`src/rtl/dr_pkg.sv`:
```
// Shared four-phase dual-rail helpers and the link FSM state type.
// Functions work on a maximum-width word and take the live width as an argument.
package dr_pkg;

   localparam int RAIL_NUM     = 2;
   localparam int DR_MAX_WIDTH = 64;
   localparam int DR_WORD_BITS = DR_MAX_WIDTH * RAIL_NUM;

   typedef enum logic [1:0] {
      RX_SPACER,
      RX_DATA,
      TX_DATA,
      TX_SPACER
   } dr_state_e;

   typedef logic [DR_MAX_WIDTH-1:0][RAIL_NUM-1:0] dr_word_t;
   typedef logic [DR_MAX_WIDTH-1:0]               dr_val_t;

   // Rail 1 carries the bit value, rail 0 its complement.
   function automatic dr_word_t dr_encode(input dr_val_t val, input int width);
      dr_word_t w;
      w = '0;
      for (int i = 0; i < DR_MAX_WIDTH; i++) begin
         if (i < width) w[i] = {val[i], ~val[i]};
      end
      return w;
   endfunction

   function automatic dr_val_t dr_decode(input dr_word_t w, input int width);
      dr_val_t v;
      v = '0;
      for (int i = 0; i < DR_MAX_WIDTH; i++) begin
         if (i < width) v[i] = w[i][1];
      end
      return v;
   endfunction

   function automatic logic dr_complete(input dr_word_t w, input int width);
      logic ok;
      ok = 1'b1;
      for (int i = 0; i < DR_MAX_WIDTH; i++) begin
         if (i < width && (w[i][1] == w[i][0])) ok = 1'b0;
      end
      return ok;
   endfunction

   function automatic logic dr_is_null(input dr_word_t w, input int width);
      logic nul;
      nul = 1'b1;
      for (int i = 0; i < DR_MAX_WIDTH; i++) begin
         if (i < width && (w[i] != '0)) nul = 1'b0;
      end
      return nul;
   endfunction

   function automatic logic dr_illegal(input dr_word_t w, input int width);
      logic bad;
      bad = 1'b0;
      for (int i = 0; i < DR_MAX_WIDTH; i++) begin
         if (i < width && (w[i] == 2'b11)) bad = 1'b1;
      end
      return bad;
   endfunction

endpackage

```
`src/rtl/dr_sync.sv`:
```
// Multi-stage flop chain bringing asynchronous rails into the clk domain.
module dr_sync #(
   parameter int W      = 1,
   parameter int STAGES = 2
) (
   input  logic         clk,
   input  logic         rst,
   input  logic [W-1:0] d,
   output logic [W-1:0] q
);

   logic [W-1:0] stage_q [STAGES];
   logic [W-1:0] stage_d [STAGES];

   always_comb begin
      stage_d[0] = d;
      for (int i = 1; i < STAGES; i++) stage_d[i] = stage_q[i-1];
   end

   // NOTE: every stage is cleared so a stale rail cannot look like fresh data after reset.
   always_ff @(posedge clk) begin
      if (rst) begin
         for (int i = 0; i < STAGES; i++) stage_q[i] <= '0;
      end else begin
         for (int i = 0; i < STAGES; i++) stage_q[i] <= stage_d[i];
      end
   end

   assign q = stage_q[STAGES-1];

endmodule

```
`src/rtl/int_accum_sync.sv`:
```
// Sums COUNT operands received over a four-phase dual-rail link and returns the
// total plus a sticky carry/overflow flag over a second dual-rail link.
module int_accum_sync
   import dr_pkg::*;
#(
   parameter int WIDTH       = 32,
   parameter int COUNT       = 4,
   parameter int SIGNED      = 0,
   parameter int SYNC_STAGES = 2,
   parameter     ENC         = "FP"
) (
   input  logic                             clk,
   input  logic                             rst,
   input  logic [WIDTH-1:0][RAIL_NUM-1:0]   a,
   output logic                             ack_o,
   output logic [WIDTH-1:0][RAIL_NUM-1:0]   s,
   output logic [RAIL_NUM-1:0]              c_out,
   input  logic                             ack_i,
   output logic                             err
);

   localparam int RAIL_W  = WIDTH * RAIL_NUM;
   localparam int CNT_W   = (COUNT > 1) ? $clog2(COUNT) : 1;
   localparam int PRIME_W = $clog2(SYNC_STAGES + 1);

   if (ENC != "FP")          begin : g_bad_enc   $error("int_accum_sync: only ENC=\"FP\" is supported"); end
   if (COUNT < 1)            begin : g_bad_count $error("int_accum_sync: COUNT must be >= 1"); end
   if (SYNC_STAGES < 2)      begin : g_bad_sync  $error("int_accum_sync: SYNC_STAGES must be >= 2"); end
   if (WIDTH > DR_MAX_WIDTH) begin : g_bad_width $error("int_accum_sync: WIDTH exceeds DR_MAX_WIDTH"); end

   logic [RAIL_W-1:0] a_sync;
   logic              ack_i_sync;

   dr_sync #(.W(RAIL_W), .STAGES(SYNC_STAGES)) u_sync_a (
      .clk (clk), .rst (rst), .d (a), .q (a_sync)
   );

   dr_sync #(.W(1), .STAGES(SYNC_STAGES)) u_sync_ack (
      .clk (clk), .rst (rst), .d (ack_i), .q (ack_i_sync)
   );

   dr_state_e                       state_q, state_d;
   logic [WIDTH-1:0]                acc_q, acc_d;
   logic                            flag_q, flag_d;
   logic [CNT_W-1:0]                cnt_q, cnt_d;
   logic                            err_q, err_d;
   logic                            ack_o_q, ack_o_d;
   logic [WIDTH-1:0][RAIL_NUM-1:0]  s_q, s_d;
   logic [RAIL_NUM-1:0]             c_q, c_d;
   logic [PRIME_W-1:0]              prime_q, prime_d;

   dr_word_t         a_word;
   logic             a_null, a_illegal, a_complete, primed;
   logic [WIDTH-1:0] operand;
   logic [WIDTH:0]   sum_ext;
   logic             add_flag;

   assign a_word     = DR_WORD_BITS'(a_sync);
   assign a_null     = dr_is_null(a_word, WIDTH);
   assign a_illegal  = dr_illegal(a_word, WIDTH);
   assign a_complete = dr_complete(a_word, WIDTH);
   assign operand    = WIDTH'(dr_decode(a_word, WIDTH));
   assign sum_ext    = {1'b0, acc_q} + {1'b0, operand};
   assign add_flag   = (SIGNED != 0)
                     ? ((acc_q[WIDTH-1] == operand[WIDTH-1]) && (sum_ext[WIDTH-1] != acc_q[WIDTH-1]))
                     : sum_ext[WIDTH];

   // Synchroniser output reads as NULL until refilled after reset, so hold off
   // spacer detection until every stage carries a real pin sample.
   assign primed = (prime_q == PRIME_W'(SYNC_STAGES));

   // NOTE: every signal gets its hold value first so no path through the case infers a latch.
   always_comb begin
      state_d = state_q;
      acc_d   = acc_q;
      flag_d  = flag_q;
      cnt_d   = cnt_q;
      err_d   = err_q;
      ack_o_d = ack_o_q;
      s_d     = s_q;
      c_d     = c_q;
      prime_d = primed ? prime_q : prime_q + PRIME_W'(1);

      case (state_q)
         RX_SPACER: begin
            if (primed && a_null) begin
               ack_o_d = 1'b0;
               state_d = RX_DATA;
            end
         end
         RX_DATA: begin
            if (a_illegal) begin
               err_d = 1'b1;
            end else if (a_complete) begin
               acc_d   = sum_ext[WIDTH-1:0];
               flag_d  = flag_q | add_flag;
               cnt_d   = cnt_q + CNT_W'(1);
               ack_o_d = 1'b1;
               state_d = (cnt_q == CNT_W'(COUNT - 1)) ? TX_DATA : RX_SPACER;
            end
         end
         TX_DATA: begin
            s_d = RAIL_W'(dr_encode(DR_MAX_WIDTH'(acc_q), WIDTH));
            c_d = RAIL_NUM'(dr_encode(DR_MAX_WIDTH'(flag_q), 1));
            if (ack_i_sync) begin
               s_d     = '0;
               c_d     = '0;
               state_d = TX_SPACER;
            end
         end
         TX_SPACER: begin
            s_d = '0;
            c_d = '0;
            if (!ack_i_sync) begin
               acc_d   = '0;
               flag_d  = 1'b0;
               cnt_d   = '0;
               state_d = RX_SPACER;
            end
         end
         default: state_d = RX_SPACER;
      endcase
   end

   // NOTE: state updates use non-blocking assignments so every flop samples pre-edge values.
   always_ff @(posedge clk) begin
      if (rst) begin
         state_q <= RX_SPACER;
         acc_q   <= '0;
         flag_q  <= 1'b0;
         cnt_q   <= '0;
         err_q   <= 1'b0;
         ack_o_q <= 1'b0;
         s_q     <= '0;
         c_q     <= '0;
         prime_q <= '0;
      end else begin
         state_q <= state_d;
         acc_q   <= acc_d;
         flag_q  <= flag_d;
         cnt_q   <= cnt_d;
         err_q   <= err_d;
         ack_o_q <= ack_o_d;
         s_q     <= s_d;
         c_q     <= c_d;
         prime_q <= prime_d;
      end
   end

   assign ack_o = ack_o_q;
   assign s     = s_q;
   assign c_out = c_q;
   assign err   = err_q;

endmodule

```
`config.mk`:
```
export PLATFORM = sky130hd
export DESIGN_NAME = int_accum_sync
export DESIGN_NICKNAME = d
export VERILOG_FILES = /design/src/rtl/dr_pkg.sv /design/src/rtl/dr_sync.sv /design/src/rtl/int_accum_sync.sv
export SDC_FILE = /design/constraint.sdc
export NUM_CORES = 1
export LEC_CHECK = 0
export ABC_CLOCK_PERIOD_IN_PS = 2800
export CORE_MARGIN = 4
export CORE_UTILIZATION = 33
export DETAILED_ROUTE_END_ITERATION = 16
export PLACE_DENSITY = 0.55
export SLEW_MARGIN = 40
export SYNTH_ARGS = -nofsm -noshare
export SYNTH_HDL_FRONTEND = slang
export SYNTH_HIERARCHICAL = 1
export SYNTH_SLANG_ARGS = --single-unit
```
`constraint.sdc`:
```
create_clock -name clk -period 2.8 [get_ports clk]
set_input_delay 0.56 -clock clk [delete_from_list [all_inputs] [get_ports clk]]
set_output_delay 0.56 -clock clk [all_outputs]
set_load 0.02 [all_outputs]
```
# ---- Word level (Yosys, flattened, before mapping)
# Memory sizes are Yosys's and may differ from the RTL's.
# Index checks and enable logic that the tools add are counted.
dict set report totals {
  reg_bits 107
  ramBits 130
  input_bits 67
  output_inout_bits 68
  n_memories 2
}
dict set report classes {
  add_sub_neg 3
  eq_ne 74
  muxes 129
  bitwise 38
  n_reduce_logical 41
}
# name depth word_bits rd rd_ports_with_merged_regs wr line
set mem_list {}
lappend mem_list {u_sync_a.stage_q 2 64 2 0 2 dr_sync.sv:12} ;# logic [W-1:0] stage_q [STAGES];
lappend mem_list {u_sync_ack.stage_q 2 1 2 0 2 dr_sync.sv:12}
# cell count
set op_table {}
lappend op_table {{two-way mux 64 bit} 3}
lappend op_table {{one-hot mux 64 bit (2 select lines)} 1}
lappend op_table {{two-way mux 1 bit} 107}
lappend op_table {{two-way mux 32 bit} 3}
lappend op_table {{equality test 2 bit (second input constant)} 36}
lappend op_table {{nonzero test 2 bit} 35}
lappend op_table {{one-hot mux 32 bit (2 select lines)} 1}
lappend op_table {{adder 32 x 32 -> 33 bit} 1}
lappend op_table {{NOT 1 bit} 33}
lappend op_table {{equality test 1 bit} 32}
lappend op_table {{two-way mux 2 bit} 9}
lappend op_table {{!= test 2 bit (second input constant)} 5}
lappend op_table {{one-hot mux 2 bit (2 select lines)} 2}
lappend op_table {{one-hot mux 2 bit (4 select lines)} 1}
lappend op_table {{AND reduction 4 bit} 2}
lappend op_table {{bitwise OR 1 bit} 5}
lappend op_table {{AND reduction 5 bit} 1}
lappend op_table {{adder 2 x 1 -> 2 bit (second input constant)} 2}
lappend op_table {{one-hot mux 1 bit (2 select lines)} 2}
lappend op_table {{equality test 2 x 1 -> 1 bit (second input constant)} 1}
lappend op_table {{logical NOT 2 bit} 1}
lappend op_table {{AND reduction 2 bit} 1}
lappend op_table {{logical AND 1 bit} 1}

# ---- Logic depth before layout (Yosys ltp)
# An unclocked memory read counts as a cell.
dict set report logic_depth {
  ltp_word 37
  depth_mapped 11
  ltp_nobuf 11
}

# ---- Modules after synthesis
# Netlist, hierarchy kept.
# module n_inst cells_per_inst area_each_um2
set by_module_without_submodules {}
lappend by_module_without_submodules {int_accum_sync 1 779 6412.4}
lappend by_module_without_submodules {{dr_sync at u_sync_a} 1 270 3464.6}
lappend by_module_without_submodules {{dr_sync at u_sync_ack} 1 4 52.6}

# ---- Least setup slack after synthesis
# OpenSTA, ideal clock, no wires.
dict set report synth_path {
  kind {flip-flop to flip-flop}
  from {memory u_sync_a/stage_q[0][65] (netlist bit)}
  to {register acc_q[30]}
  setup_time_ps 131
  t_arrival_ps 2517
  t_required_ps 2669
  slack_ps 152
  path_stages_with_launch 12
  synth_period_minus_slack_ps 2648
  path_cell_list {dfxtp_1 > ha_1 > fa_1 > a211oi_1 > o21ai_1 > nand3_1 > a21oi_2 > o41ai_4 > o21ai_1 > a41oi_1 > xor2_1 > o21ai_0}
}
# element line
set synth_lines {}
lappend synth_lines {{start, declared} dr_sync.sv:12}
lappend synth_lines {{end signal, assigned} int_accum_sync.sv:129} ;# acc_q <= '0;
lappend synth_lines {{end signal, assigned} int_accum_sync.sv:139} ;# acc_q <= acc_d;
lappend synth_lines {{end, declared} int_accum_sync.sv:43} ;# logic [WIDTH-1:0] acc_q, acc_d;

# ---- Final worst setup path
dict set report layout_path {
  from {register acc_q[2]}
  to {register acc_q[25]}
}
dict set report layout_between {
  elab_chain_len 4
}
# element line
set layout_lines {}
lappend layout_lines {{adder 32 x 32 -> 33 bit} int_accum_sync.sv:63} ;# assign sum_ext = {1'b0, acc_q} + {1'b0, operand};
lappend layout_lines {{two-way mux 32 bit} int_accum_sync.sv:94} ;# end else if (a_complete) begin
lappend layout_lines {{two-way mux 32 bit} int_accum_sync.sv:92} ;# if (a_illegal) begin
lappend layout_lines {{one-hot mux 32 bit (2 select lines)} int_accum_sync.sv:84} ;# case (state_q)
# No other way between the ends. The select of a mux whose other input is x is not followed.
# A chain may end at the register's enable or synchronous reset.

==> impl_metrics.toml <==
[finish]
multi_input_area_um2 = 4750
layout.nets = 1363
final_cells = 1606
areaGrowthSynthToFinish_pct = 28.2
final_layout_size_suffix_gt1_frac = 0.0798
fillers = 2976
antenna_cells = 0
seq_area_um2 = 4740

[run]
maxCapViolCount = 0

[die]
die_area_um2 = 32900
die_w_um = 181
boundaryPins = 135
die_h_um = 181
num_rows = 63
start_util = 0.335
coreArea_um2 = 29600

[clock_tree]
clk_pin_slew_ps = 70
root_buffer = "clkbuf_16"
hold_buffers = 0
cts_tree = "built"
cts.htree.levels = 1
max-clock-path-buffers = 3
cts.sinks = 237
insertion_delay_ps = 530
cts_buffers = 26

[sta]
post-route-period-util = 0.945
clock_skew_ps = 10.3
hold_viol_final = 0
worst_pin_slew_ps = 801
slew_viol_final = 0
layout_min_cycle_time_ps = 2640
max_freq_mhz = 378
setup_tns_ps = 0
worst_slack_ps = 155
setup_viol = 0
slew_headroom = 0.466
rsz0062_at_grt = "true"

[grt]
grt_max_degree = 154
grt_first_pass_wirelength_um = 37000
grt_pass1_vias = 7193
antenna_found_initial = 0
track_usage = 0.136
overflow = 0

[synthesis]
synth_seq_area_share = 0.478
synth_area_um2 = 9930
async_flop_share = 0
synth_edf_count = 0
syn_avg_cell_area_um2 = 9.43
synthFlopType = "dfxtp_1"
yosysWarningCount = 6
ys_top_cells_by_area = "dfxtp_1 (48%), ha_1 (12%), nor2b_1 (8.3%), nor2_1 (5.0%), a21oi_1 (3.2%)"
synth_top_area_cell = "dfxtp_1"
yosysUniqueCellTypes = 56
ys_ff_latch = 237
synth_top_area_share = 0.478
synth_nets = 1219
synthCells = 1053

[critical_path]
arrival_ps = 3070
cp-end-kind = "flop"
path_class = "reg -> reg"
worstPathRequired_ps = 3230
ff2ff_path_depth = 10
crit_path_cell_trace = "ha_2 -> o21ai_0 -> o21ai_1 -> a21oi_4 -> a211oi_2 -> o221ai_1 -> a21oi_1 -> nor2_1 -> xnor2_1 -> a32o_1"
cp_max_fo = 5
slowest_delay_ps = 400
crit_family = "compound AO/OA/AOI/OAI gates"
path_buf_inv = 0
crit_cells = 10
slowest_stage = "ha_2"
startpoint_type = "flop"

[detailed_routing]
viasPerCell = 4.59
routed_wl_um = 23300
route.detailed.drc = 0
vias = 7367
drt_pass1_iterations = 5
postRouteAntennaNets = 0
drtIter0Drc = 337
wl_per_cell_um = 14.5

[hold_path]
hp-class = "in -> reg"
hold_depth = 2

[place]
post-dp-hpwl_um = 17300
io_buffers = 134
gp_congestion = 0.882
dp_cells = 1558
place_ws_ps = -11.3

[pwr]
leakage_uw = 0.00529
irDropWorstVdd_mv = 0.328
p_per_area_nw_per_um2 = 589

[outcome]
status = "finished clean"
sequential cells by signal, summed over array words and instances (netlist names), named ones only:
name                flops
acc_q                  32
ack_o                   1
c_out                   2
cnt_q                   2
err                     1
flag_q                  1
prime_q                 2
s                      64
state_q                 1
u_sync_a/stage_q      128
u_sync_ack/stage_q      2
what timing repair did:
| item | in CTS | in global routing |
|---|---|---|
| gates cloned | 0 | 0 |
| pin swaps | 0 | 2 |
| endpoints found under the setup margin | 1 | 25 |
| setup buffers | 0 | 1 |
| gates resized for setup | 1 | 9 |
synthesized netlist by cell type (8+ instances only):
| master | count |
|---|---|
| nor4_1 | 13 |
| a22oi_1 | 33 |
| clkbuf_1 | 29 |
| nand2_1 | 41 |
| nor2_1 | 133 |
| nand3_1 | 11 |
| buf_4 | 10 |
| nor3_1 | 10 |
| nand4_1 | 17 |
| o21ai_0 | 30 |
| a21o_1 | 15 |
| ha_1 | 98 |
| nor2b_1 | 131 |
| xor2_1 | 14 |
| xnor2_1 | 16 |
| o21ai_1 | 9 |
| a22o_1 | 8 |
| a21oi_1 | 63 |
| dfxtp_1 | 237 |
| inv_1 | 73 |
worst register-to-register path: stages (launching register included):
cell and delay [ps]:
dfxtp_1 360, ha_2 400, o21ai_0 110, o21ai_1 250, a21oi_4 130, a211oi_2 340, o221ai_1 270, a21oi_1 210
nor2_1 70, xnor2_1 150, a32o_1 260
placed cells by master (no fill, tap or decap), types with 4 or more instances in the layout:
master | synthesis | routed
nand4_1 | 17 | 17
a21oi_1 | 63 | 62
ha_1 | 98 | 96
nor3_1 | 10 | 9
a22o_1 | 8 | 8
nand2_1 | 41 | 41
nor2_1 | 133 | 132
clkdlybuf4s50_1 | 0 | 133
nand3_1 | 11 | 10
a22oi_1 | 33 | 33
dfxtp_1 | 237 | 237
xnor2_1 | 16 | 16
clkbuf_16 | 0 | 27
o21ai_1 | 9 | 10
clkinvlp_4 | 0 | 4
xor2_1 | 14 | 14
o21ai_0 | 30 | 29
o21bai_1 | 4 | 4
nor4_1 | 13 | 13
a21o_1 | 15 | 15
inv_1 | 73 | 73
nor2b_1 | 131 | 131
clkbuf_8 | 0 | 4
buf_4 | 10 | 25
cells by family (layout without fill, tap and decap cells):
family	count (synthesis)	in the layout	synth area share
buffers and inverters	118	281	0.0496
xor gates and xnor gates	30	30	0.0265
muxes	1	1	0.00113
and+or+nand+nor	371	371	0.188
DFF	237	237	0.478
adders and majority gates	99	99	0.126
AOI/OAI and AO/OA	197	197	0.131
final timing paths:
check	start	to	slack, ps
worst max-delay path	acc_q[2]	acc_q[25]	160
worst min-delay path	rst	u_sync_ack/stage_q[0][1]	420
worst max register to register	acc_q[2]	acc_q[25]	160
worst min register to register	u_sync_a/stage_q[0][63]	u_sync_a/stage_q[0][127]	430
where the power goes:
| group | internal, uW | switching (uW) |
|---|---|---|
| Combinational | 214 | 186 |
| Clock | 2160 | 1410 |
| Sequential | 3470 | 53.4 |
metal layers:
layer	wire length, um	global-route usage	vias to the layer above
li1	-	-	3818
met1	11700	0.195	3348
met2	9790	0.208	164
met3	1230	0.0244	37
met4	583	0.0429	0
met5	0	0	-
stage by stage:
stage | total power, uW | hold slack, ps | utilization | cell area, um^2
after CTS | 7610 | 422 | 0.428 | 12700
final | 7500 | 423 | 0.430 | 12700
after floorplan | 3830 | 414 | - | 9930
after detailed placement | 4010 | 420 | 0.397 | 11800
after global placement | 4000 | 425 | 0.397 | 11800
after global routing | 7800 | 444 | 0.430 | 12700
area by class of cell:
type | count | share of cell area
multi-input combinational | 698 | 0.373
sequential | 237 | 0.373
inverter | 74 | 0.0218
clock buffer | 33 | 0.0580
timing repair buffer | 160 | 0.122
tap | 390 | 0.0383
clock inverter | 14 | 0.0142
No activity file was read; power rests on OpenSTA's default activity.
